**src/rtl/busctl_pkg.sv**
```systemverilog
// ============================================================================
// busctl_pkg: shared region/state types and address decode for busctl.
// Rev 1.0
// ============================================================================
`default_nettype none

package busctl_pkg;

  localparam logic [3:0]  DRAM_TOP_NIBBLE = 4'h0;
  localparam logic [11:0] ROM_BASE        = 12'hFFF;
  localparam logic [11:0] IO_BASE         = 12'hFFE;
  localparam logic [2:0]  FC_CPU_SPACE    = 3'b111;

  typedef enum logic [1:0] {NONE, DRAM, ROM, IO} region_e;
  typedef enum logic [1:0] {IDLE, WAIT, ACK, HOLD} state_e;

  // Low memory is shadowed by ROM until the first real ROM access clears the overlay.
  function automatic region_e decode(input logic [11:0] addr, input logic overlay);
    region_e r;
    r = NONE;
    if (addr == ROM_BASE)                   r = ROM;
    else if (addr == IO_BASE)               r = IO;
    else if (addr[11:8] == DRAM_TOP_NIBBLE) r = overlay ? ROM : DRAM;
    return r;
  endfunction

endpackage

`default_nettype wire

```
**src/rtl/busctl_watchdog.sv**
```systemverilog
// ============================================================================
// bus_watchdog: raises BERR when an active bus cycle goes unacknowledged.
// Rev 1.0
// ============================================================================
`default_nettype none

module bus_watchdog #(
  parameter int TIMEOUT_CNT = 250
) (
  input  logic CLK,
  input  logic RST,
  input  logic active,
  input  logic ack,
  output logic BERR
);

  localparam logic [7:0] LIMIT = 8'(TIMEOUT_CNT);

  logic [7:0] cnt_q, cnt_d;
  logic       acked_q, acked_d;
  logic       berr_q, berr_d;

  always_comb begin
    cnt_d   = cnt_q;
    acked_d = acked_q;
    berr_d  = berr_q;
    if (!active) begin
      cnt_d   = 8'd0;
      acked_d = 1'b0;
      berr_d  = 1'b0;
    end else if (ack || acked_q) begin
      // An acknowledge freezes the count for the rest of the cycle and beats a coincident timeout.
      acked_d = 1'b1;
    end else if (cnt_q != LIMIT) begin
      cnt_d = cnt_q + 8'd1;
      if (cnt_d == LIMIT) berr_d = 1'b1;
    end
  end

  always_ff @(posedge CLK) begin
    if (RST) begin
      cnt_q   <= 8'd0;
      acked_q <= 1'b0;
      berr_q  <= 1'b0;
    end else begin
      cnt_q   <= cnt_d;
      acked_q <= acked_d;
      berr_q  <= berr_d;
    end
  end

  assign BERR = berr_q;

endmodule

`default_nettype wire

```
**src/rtl/busctl.sv**
```systemverilog
// ============================================================================
// busctl: 68030 bus decode, ROM/IO wait-state termination, reset ROM overlay.
// Rev 1.0
// ============================================================================
`default_nettype none

module busctl
  import busctl_pkg::*;
#(
  parameter int ROM_WS      = 3,
  parameter int IO_WS       = 6,
  parameter int TIMEOUT_CNT = 250
) (
  input  logic        CLK,
  input  logic        RST,
  input  logic        nAS,
  input  logic [2:0]  FC,
  input  logic [11:0] ADDR,
  input  logic        EXT_ACK,
  output logic        DRAM_nCS,
  output logic        ROM_nCS,
  output logic        IO_nCS,
  output logic        DSACK0,
  output logic        DSACK1,
  output logic        BERR,
  output logic        OVERLAY
);

  state_e     state_q, state_d;
  region_e    region_q, region_d;
  logic [3:0] wait_q, wait_d;
  logic       native_rom_q, native_rom_d;
  logic       overlay_q, overlay_d;
  logic       dram_ncs_q, dram_ncs_d;
  logic       rom_ncs_q, rom_ncs_d;
  logic       io_ncs_q, io_ncs_d;
  logic       dsack0_q, dsack0_d;
  logic       dsack1_q, dsack1_d;

  always_comb begin
    state_d      = state_q;
    region_d     = region_q;
    wait_d       = wait_q;
    native_rom_d = native_rom_q;
    overlay_d    = overlay_q;
    dram_ncs_d   = dram_ncs_q;
    rom_ncs_d    = rom_ncs_q;
    io_ncs_d     = io_ncs_q;
    dsack0_d     = dsack0_q;
    dsack1_d     = dsack1_q;
    case (state_q)
      IDLE: begin
        if (!nAS && FC != FC_CPU_SPACE) begin
          region_d     = decode(ADDR, overlay_q);
          native_rom_d = (ADDR == ROM_BASE);
          dram_ncs_d   = (region_d != DRAM);
          rom_ncs_d    = (region_d != ROM);
          io_ncs_d     = (region_d != IO);
          case (region_d)
            ROM:     begin wait_d = 4'(ROM_WS); state_d = WAIT; end
            IO:      begin wait_d = 4'(IO_WS);  state_d = WAIT; end
            default: state_d = HOLD;
          endcase
        end
      end
      default: begin
        if (nAS) begin
          state_d    = IDLE;
          dram_ncs_d = 1'b1;
          rom_ncs_d  = 1'b1;
          io_ncs_d   = 1'b1;
          dsack0_d   = 1'b0;
          dsack1_d   = 1'b0;
          if (native_rom_q) overlay_d = 1'b0;
        end else if (state_q == WAIT) begin
          if (wait_q == 4'd0) begin
            dsack1_d = (region_q == ROM);
            dsack0_d = (region_q == IO);
            state_d  = ACK;
          end else begin
            wait_d = wait_q - 4'd1;
          end
        end
      end
    endcase
  end

  always_ff @(posedge CLK) begin
    if (RST) begin
      state_q      <= IDLE;
      region_q     <= NONE;
      wait_q       <= 4'd0;
      native_rom_q <= 1'b0;
      overlay_q    <= 1'b1;
      dram_ncs_q   <= 1'b1;
      rom_ncs_q    <= 1'b1;
      io_ncs_q     <= 1'b1;
      dsack0_q     <= 1'b0;
      dsack1_q     <= 1'b0;
    end else begin
      state_q      <= state_d;
      region_q     <= region_d;
      wait_q       <= wait_d;
      native_rom_q <= native_rom_d;
      overlay_q    <= overlay_d;
      dram_ncs_q   <= dram_ncs_d;
      rom_ncs_q    <= rom_ncs_d;
      io_ncs_q     <= io_ncs_d;
      dsack0_q     <= dsack0_d;
      dsack1_q     <= dsack1_d;
    end
  end

  // Watchdog drops out on the same edge that samples nAS high, so BERR releases with the selects.
  bus_watchdog #(
    .TIMEOUT_CNT (TIMEOUT_CNT)
  ) u_watchdog (
    .CLK    (CLK),
    .RST    (RST),
    .active ((state_q != IDLE) && !nAS),
    .ack    (EXT_ACK || dsack0_q || dsack1_q),
    .BERR   (BERR)
  );

  assign DRAM_nCS = dram_ncs_q;
  assign ROM_nCS  = rom_ncs_q;
  assign IO_nCS   = io_ncs_q;
  assign DSACK0   = dsack0_q;
  assign DSACK1   = dsack1_q;
  assign OVERLAY  = overlay_q;

endmodule

`default_nettype wire

```
**config.mk**
```make
export PLATFORM = sky130hd
export DESIGN_NAME = busctl
export DESIGN_NICKNAME = d
export VERILOG_FILES = /design/src/rtl/busctl_pkg.sv /design/src/rtl/busctl_watchdog.sv /design/src/rtl/busctl.sv
export SDC_FILE = /design/constraint.sdc
export NUM_CORES = 1
export LEC_CHECK = 0
export CAP_MARGIN = 5
export CORE_AREA = 2 2 65 67
export DETAILED_ROUTE_END_ITERATION = 12
export DIE_AREA = 0 0 67 69
export GPL_ROUTABILITY_DRIVEN = 0
export GPL_TIMING_DRIVEN = 0
export SYNTH_ARGS = -nofsm -noshare
export SYNTH_HDL_FRONTEND = slang
export SYNTH_SLANG_ARGS = --single-unit
export TNS_END_PERCENT = 1
```
**constraint.sdc**
```tcl
create_clock -name CLK -period 4.46 [get_ports CLK]
set_input_delay 0.892 -clock CLK [delete_from_list [all_inputs] [get_ports CLK]]
set_output_delay 0.892 -clock CLK [all_outputs]
set_load 0.01 [all_outputs]
```
==> impl_metrics.yaml, run 1 <==
pwr:
  p_leak_nw: 0.598
  total_power_uw: 472
  power_density_nw_per_um2: 283
  ir_drop_v: 0.000126
synth:
  async_reset_ff_share_pct: 0
  synthCells: 161
  synth_seq_cells: 25
  syn_nets: 184
  avgSynthCellArea_um2: 8.21
  synth_area_um2: 1320
  synth-edff-count: 0
  yosysUniqueCellTypes: 42
  synth_warnings: 0
  synth_seq_area_share_pct: 37.9
  synth_flop_cell: "dfxtp_1"
cts:
  cts-buffers-inserted: 3
  hold_buffers: 0
  clock_sinks: 25
  clk_pin_slew_ns: 0.09
  cts_root_buf: "clkbuf_8"
  cts_buffer_depth: 2
  cts_tree: "yes"
  htreeDepth: 1
  clk_latency_ns: 0.26
  post_cts.repair.setup_buffers: 0
  cts_resized: 0
run_status:
  outcome: "finished, final reports clean"
floorplan:
  initial_core_util_pct: 33.8
  die_y_um: 69
  design.core.area_um2: 3910
  dieArea_um2: 4620
  fp-row-count: 23
  die_x_um: 67
  io_pins: 26
layout:
  fin_nets: 213
  final_core_utilization_pct: 42.6
  final_cell_mix: "dfxtp_1, clkdlybuf4s50_1, nor2_1, nand2_1, inv_1"
  diodes: 0
  drive_gt1_share_pct: 5.29
  area_delta_synth_final_pct: 26.3
  final_common_cell: "dfxtp_1"
  final_cells: 239
grt:
  grt_usage_pct: 14.3
  grt_max_degree: 14
  antenna_found_initial: 0
  grt_pass1_vias: 1227
  grt_first_pass_wirelength_um: 5420
  grt-ovfl-total: 0
setup_path:
  worstPathRequired_ns: 4.61
  r2r_slack_ns: 2.54
  timing.rr.start: "wait_q[0]$_SDFFE_PP0P_"
  worst-setup-path-type: "in2reg"
  critPathCapture: "wait_q[2]$_SDFFE_PP0P_"
  critPathLaunch: "ADDR[10]"
  arrival_ns: 2.59
  critPathMaxFanout: 6
  start_kind: "primary input"
  end_kind: "register"
  rr_worst_depth: 7
  r2r-end: "DSACK1$_SDFFE_PP0P_"
drt:
  wl_um: 2940
  via_count: 1231
  drtPass1Iterations: 4
  first_iter_violations: 39
  highest_layer: "met4"
  wl_met3_um: 65
  wire_per_inst_um: 12.3
  viasPerCell: 5.15
  wl_met1_um: 1460
  drtAntennaViolNets: 0
  wl_met2_um: 1390
  drcViolationCount: 0
flow_run:
  drv_cap: 0
sta:
  whs_ns: 0.466
  hold_violations: 0
  rsz0062_at_grt: "false"
  fmax_mhz: 409
  tns_ns: 0
  fin_skew_ns: 0.00275
  worst_pin_slew_ns: 0.687
  setup_viol: 0
  min_period_ns: 2.44
  relSlewSlack_pct: 53.8
  fin_crit_sh_pct: 54.8
  finalMaxSlewViolations: 0
placement:
  dp.cells: 235
  portBuffers: 24
  hpwl_um: 2190
min_path:
  min-delay-path-class: "reg2reg"
-- where the power goes --
group          internal, mW  switching, mW  leakage (nW)
Sequential            0.231        0.00951         0.202
Clock                0.0637         0.0698        0.0228
Combinational        0.0449         0.0527         0.373
Total                 0.340          0.132         0.598
-- worst max-delay path: stages --
cell,delay [ns]
clkdlybuf4s50_1,0.48
nand4_1,0.11
or3_1,0.35
clkbuf_1,0.17
a21oi_1,0.34
o21a_1,0.18
o32ai_1,0.07
-- final cells by class --
type / instances / area [µm²]
clock buffers: 4 / 45.0
multi-input cells: 118 / 742
repair buffers: 24 / 240
inverters: 9 / 33.8
well taps: 50 / 62.6
fillers: 413 / 2240
flip-flops and latches: 25 / 500
plain buffers: 9 / 45.0
-- metrics by stage --
stage               cell area (µm²)  setup slack (ns)
floorplan                      1320              2.38
global placement               1620              1.78
detailed placement             1620              1.75
CTS                            1670              2.03
global route                   1670              1.85
finish                         1670              2.02
-- layer usage --
metal  track usage (%)  up-vias
met4              2.72        0
li1                  -      633
met1              19.5      584
met3              2.45        2
met2              23.5       12
met5                 0        -
-- state kept, by name, summed over array words and instances, names as in the netlist --
signal / cells
DRAM_nCS: 1
DSACK1: 1
ROM_nCS: 1
u_watchdog.BERR: 1
DSACK0: 1
region_q: 2
state_q: 2
u_watchdog.cnt_q: 8
wait_q: 4
u_watchdog.acked_q: 1
OVERLAY: 1
native_rom_q: 1
IO_nCS: 1
-- worst min path at each step --
stage / endpoint / start / slack (ns) / depth (start not counted)
after floorplan: wait_q[1]$_SDFFE_PP0P_ / wait_q[1]$_SDFFE_PP0P_ / 0.46 / 1
after global placement: u_watchdog.BERR$_SDFFE_PP0P_ / u_watchdog.BERR$_SDFFE_PP0P_ / 0.44 / 1
after detailed placement: u_watchdog.BERR$_SDFFE_PP0P_ / u_watchdog.BERR$_SDFFE_PP0P_ / 0.45 / 1
after CTS: u_watchdog.BERR$_SDFFE_PP0P_ / u_watchdog.BERR$_SDFFE_PP0P_ / 0.47 / 1
after global routing: u_watchdog.BERR$_SDFFE_PP0P_ / u_watchdog.BERR$_SDFFE_PP0P_ / 0.50 / 1
final: u_watchdog.BERR$_SDFFE_PP0P_ / u_watchdog.BERR$_SDFFE_PP0P_ / 0.47 / 1
-- synthesized netlist by cell type (2+ instances only) --
cell       instances  area, µm²
a211oi_1           2       15.0
clkbuf_1           5       18.8
nand2b_1           4       25.0
xor2_1             5       43.8
nor3_1             8       40.0
a31oi_1            5       31.3
a21oi_1            8       40.0
or3_1              3       18.8
o21a_1             3       22.5
inv_1              9       33.8
o22ai_1            2       12.5
dfxtp_1           25        500
nand3b_1           2       15.0
xnor2_1            3       26.3
o21ai_0            3       15.0
and3_1             2       12.5
nand2_1           13       48.8
nand4_1            8       50.1
nand4bb_1          2       22.5
a21o_1             2       15.0
mux2i_1            2       20.0
ha_1               4       50.1
o21bai_1           2       15.0
nor2_1            17       63.8
nand3_1            5       25.0
-- logic make-up after synthesis --
kind of cell / Yosys count / synth area share (%)
adder cells (fa/ha/maj): 4 / 3.79
AND/OR/NAND/NOR: 70 / 28.1
flip-flops: 25 / 37.9
buffers and inverters: 18 / 5.97
XOR/XNOR: 8 / 5.30
AO/OA/AOI/OAI: 34 / 17.4
multiplexers: 2 / 1.52
(Power assumes the default switching activity.)
==> run 2, diff against run 1 <==
Clock period 4.46 ns to 2 ns, I/O delays scaled along.
==> run 2 against run 1 <==
Die area is the same. Cell count is the same. Setup slack got worse by 1.9 ns. Critical path type is now reg2reg. Largest cell class unchanged. Highest routed layer unchanged.
==> impl_metrics.yaml, run 2 (synthesis results as in run 1) <==
grt:
  grt_first_pass_wirelength_um: 5420
  grt_usage_pct: 14.3
  antenna_found_initial: 0
  grt-ovfl-total: 0
  grt_pass1_vias: 1227
  grt_max_degree: 14
pwr:
  swShare_pct: 28.2
  power_density_nw_per_um2: 625
  power_frac_comb_pct: 22.2
  clock_power_share_pct: 27.6
  p_int_uw: 768
  power_frac_seq_pct: 50.2
  power_switching_uw: 302
  p_leak_nw: 0.603
  ir_drop_v: 0.000288
layout:
  drive_gt1_share_pct: 9.52
  final_cell_mix: "dfxtp_1, clkdlybuf4s50_1, nor2_1, nand2_1, inv_1"
  final_cells: 239
  area_delta_synth_final_pct: 29.6
  fillers: 409
  largest_register_ffs: 8
  design_area_um2: 1710
  fin_nets: 213
  diodes: 0
  reg_top3: "u_watchdog.cnt_q (8), wait_q (4)"
  regMostFlops: "u_watchdog.cnt_q"
sta:
  setup_viol: 0
  fin_crit_sh_pct: 95.3
  tns_ns: 0
  fin_skew_ns: 0.00185
  fmax_mhz: 524
  worst_pin_slew_ns: 0.453
  finalMaxSlewViolations: 0
  hold_violations: 0
  relSlewSlack_pct: 69.0
  rsz0062_at_grt: "false"
  min_period_ns: 1.91
  whs_ns: 0.379
setup_path:
  r2r-end: "DSACK1$_SDFFE_PP0P_"
  rr_worst_depth: 7
  start_kind: "register"
  worstPathCellList: "inv_1 > ha_2 > or3b_4 > nor2_2 > o21ai_2 > or4b_4 > a21oi_2"
  crit_slowest_cell: "or4b_4"
  timing.rr.start: "wait_q[0]$_SDFFE_PP0P_"
  end_kind: "register"
  critPathMaxFanout: 5
  r2r_slack_ns: 0.09
  worst-setup-path-type: "reg2reg"
  worstPathRequired_ns: 2.20
  arrival_ns: 2.11
  slowest_delay_ns: 0.50
cts:
  cts-buffers-inserted: 3
  cts_root_buf: "clkbuf_8"
  clk_latency_ns: 0.26
  clk_pin_slew_ns: 0.09
  cts_tree: "yes"
  post_cts.repair.setup_buffers: 0
  clock_sinks: 25
  hold_buffers: 0
  cts_resized: 0
  htreeDepth: 1
  cts_buffer_depth: 2
floorplan:
  io_pins: 26
  dieArea_um2: 4620
  design.core.area_um2: 3910
  fp-row-count: 23
  die_x_um: 67
  die_y_um: 69
  initial_core_util_pct: 33.8
drt:
  drcViolationCount: 0
  wire_per_inst_um: 12.6
  viasPerCell: 5.20
  via_count: 1242
  first_iter_violations: 53
  drtAntennaViolNets: 0
  drtPass1Iterations: 4
  wl_um: 3020
min_path:
  worstHoldStart: "RST"
  min-delay-path-class: "in2reg"
  min_to: "wait_q[3]$_SDFFE_PP0P_"
  min_delay_path_depth: 2
run_status:
  outcome: "finished, final reports clean"
placement:
  placed_area_um2: 1620
  dp.cells: 235
  hpwl_um: 2190
  portBuffers: 24
flow_run:
  drv_cap: 0
## run 2: per-stage QoR
step / setup slack (ns) / utilization [%] / power (mW)
6_report: 0.0932 / 43.8 / 1.07
3_3_place_gp: -0.193 / 41.5 / 0.760
5_1_grt: 0.00121 / 43.8 / 1.14
3_5_place_dp: -0.216 / 41.5 / 0.763
4_1_cts: 0.0631 / 42.6 / 1.06
2_1_floorplan: 0.264 / - / 0.687
## run 2: cell type report
class                           instances  area, µm²  area share, %
Clock buffer                            4       45.0           2.63
Buffer                                  9       45.0           2.63
Inverter                                9       33.8           1.97
Sequential cell                        25        502           29.3
Timing Repair Buffer                   24        240           14.0
Tap cell                               50       62.6           3.65
Multi-Input combinational cell        118        785           45.8
## run 2: critical path, delay by kind of cell, from the launching register on
kind | cells | cell delay, ns
adder cells (fa/ha/maj) | 1 | 0.20
AO/OA/AOI/OAI | 2 | 0.23
buffers and inverters | 1 | 0.06
flip-flops | 1 | 0.34
AND/OR/NAND/NOR | 3 | 1.00
## run 2: per-layer routing
metal	track usage, %	vias to the layer above	wire length (µm)
li1	-	630	-
met1	19.5	591	1460
met2	23.5	19	1460
met3	2.45	2	76
met4	2.72	0	19
met5	0	-	0
## run 2: power by group through the flow
stage               registers [mW]  logic (mW)  clock network (mW)
detailed placement           0.548       0.215                   0
CTS                          0.536       0.217               0.308
global route                 0.542       0.260               0.333
finish                       0.538       0.237               0.295
global placement             0.547       0.213                   0
floorplan                    0.543       0.144                   0
## run 2: how the worst max path moves through the flow
| stage | slack (ns) | startpoint | to |
|---|---|---|---|
| 3_5_place_dp | -0.22 | ADDR[10] | wait_q[2]$_SDFFE_PP0P_ |
| 6_report | 0.09 | wait_q[0]$_SDFFE_PP0P_ | DSACK1$_SDFFE_PP0P_ |
| 3_3_place_gp | -0.19 | ADDR[2] | wait_q[2]$_SDFFE_PP0P_ |
| 2_1_floorplan | 0.26 | wait_q[0]$_SDFFE_PP0P_ | DSACK1$_SDFFE_PP0P_ |
| 5_1_grt | 0.001 | ADDR[10] | wait_q[0]$_SDFFE_PP0P_ |
| 4_1_cts | 0.06 | ADDR[10] | wait_q[2]$_SDFFE_PP0P_ |
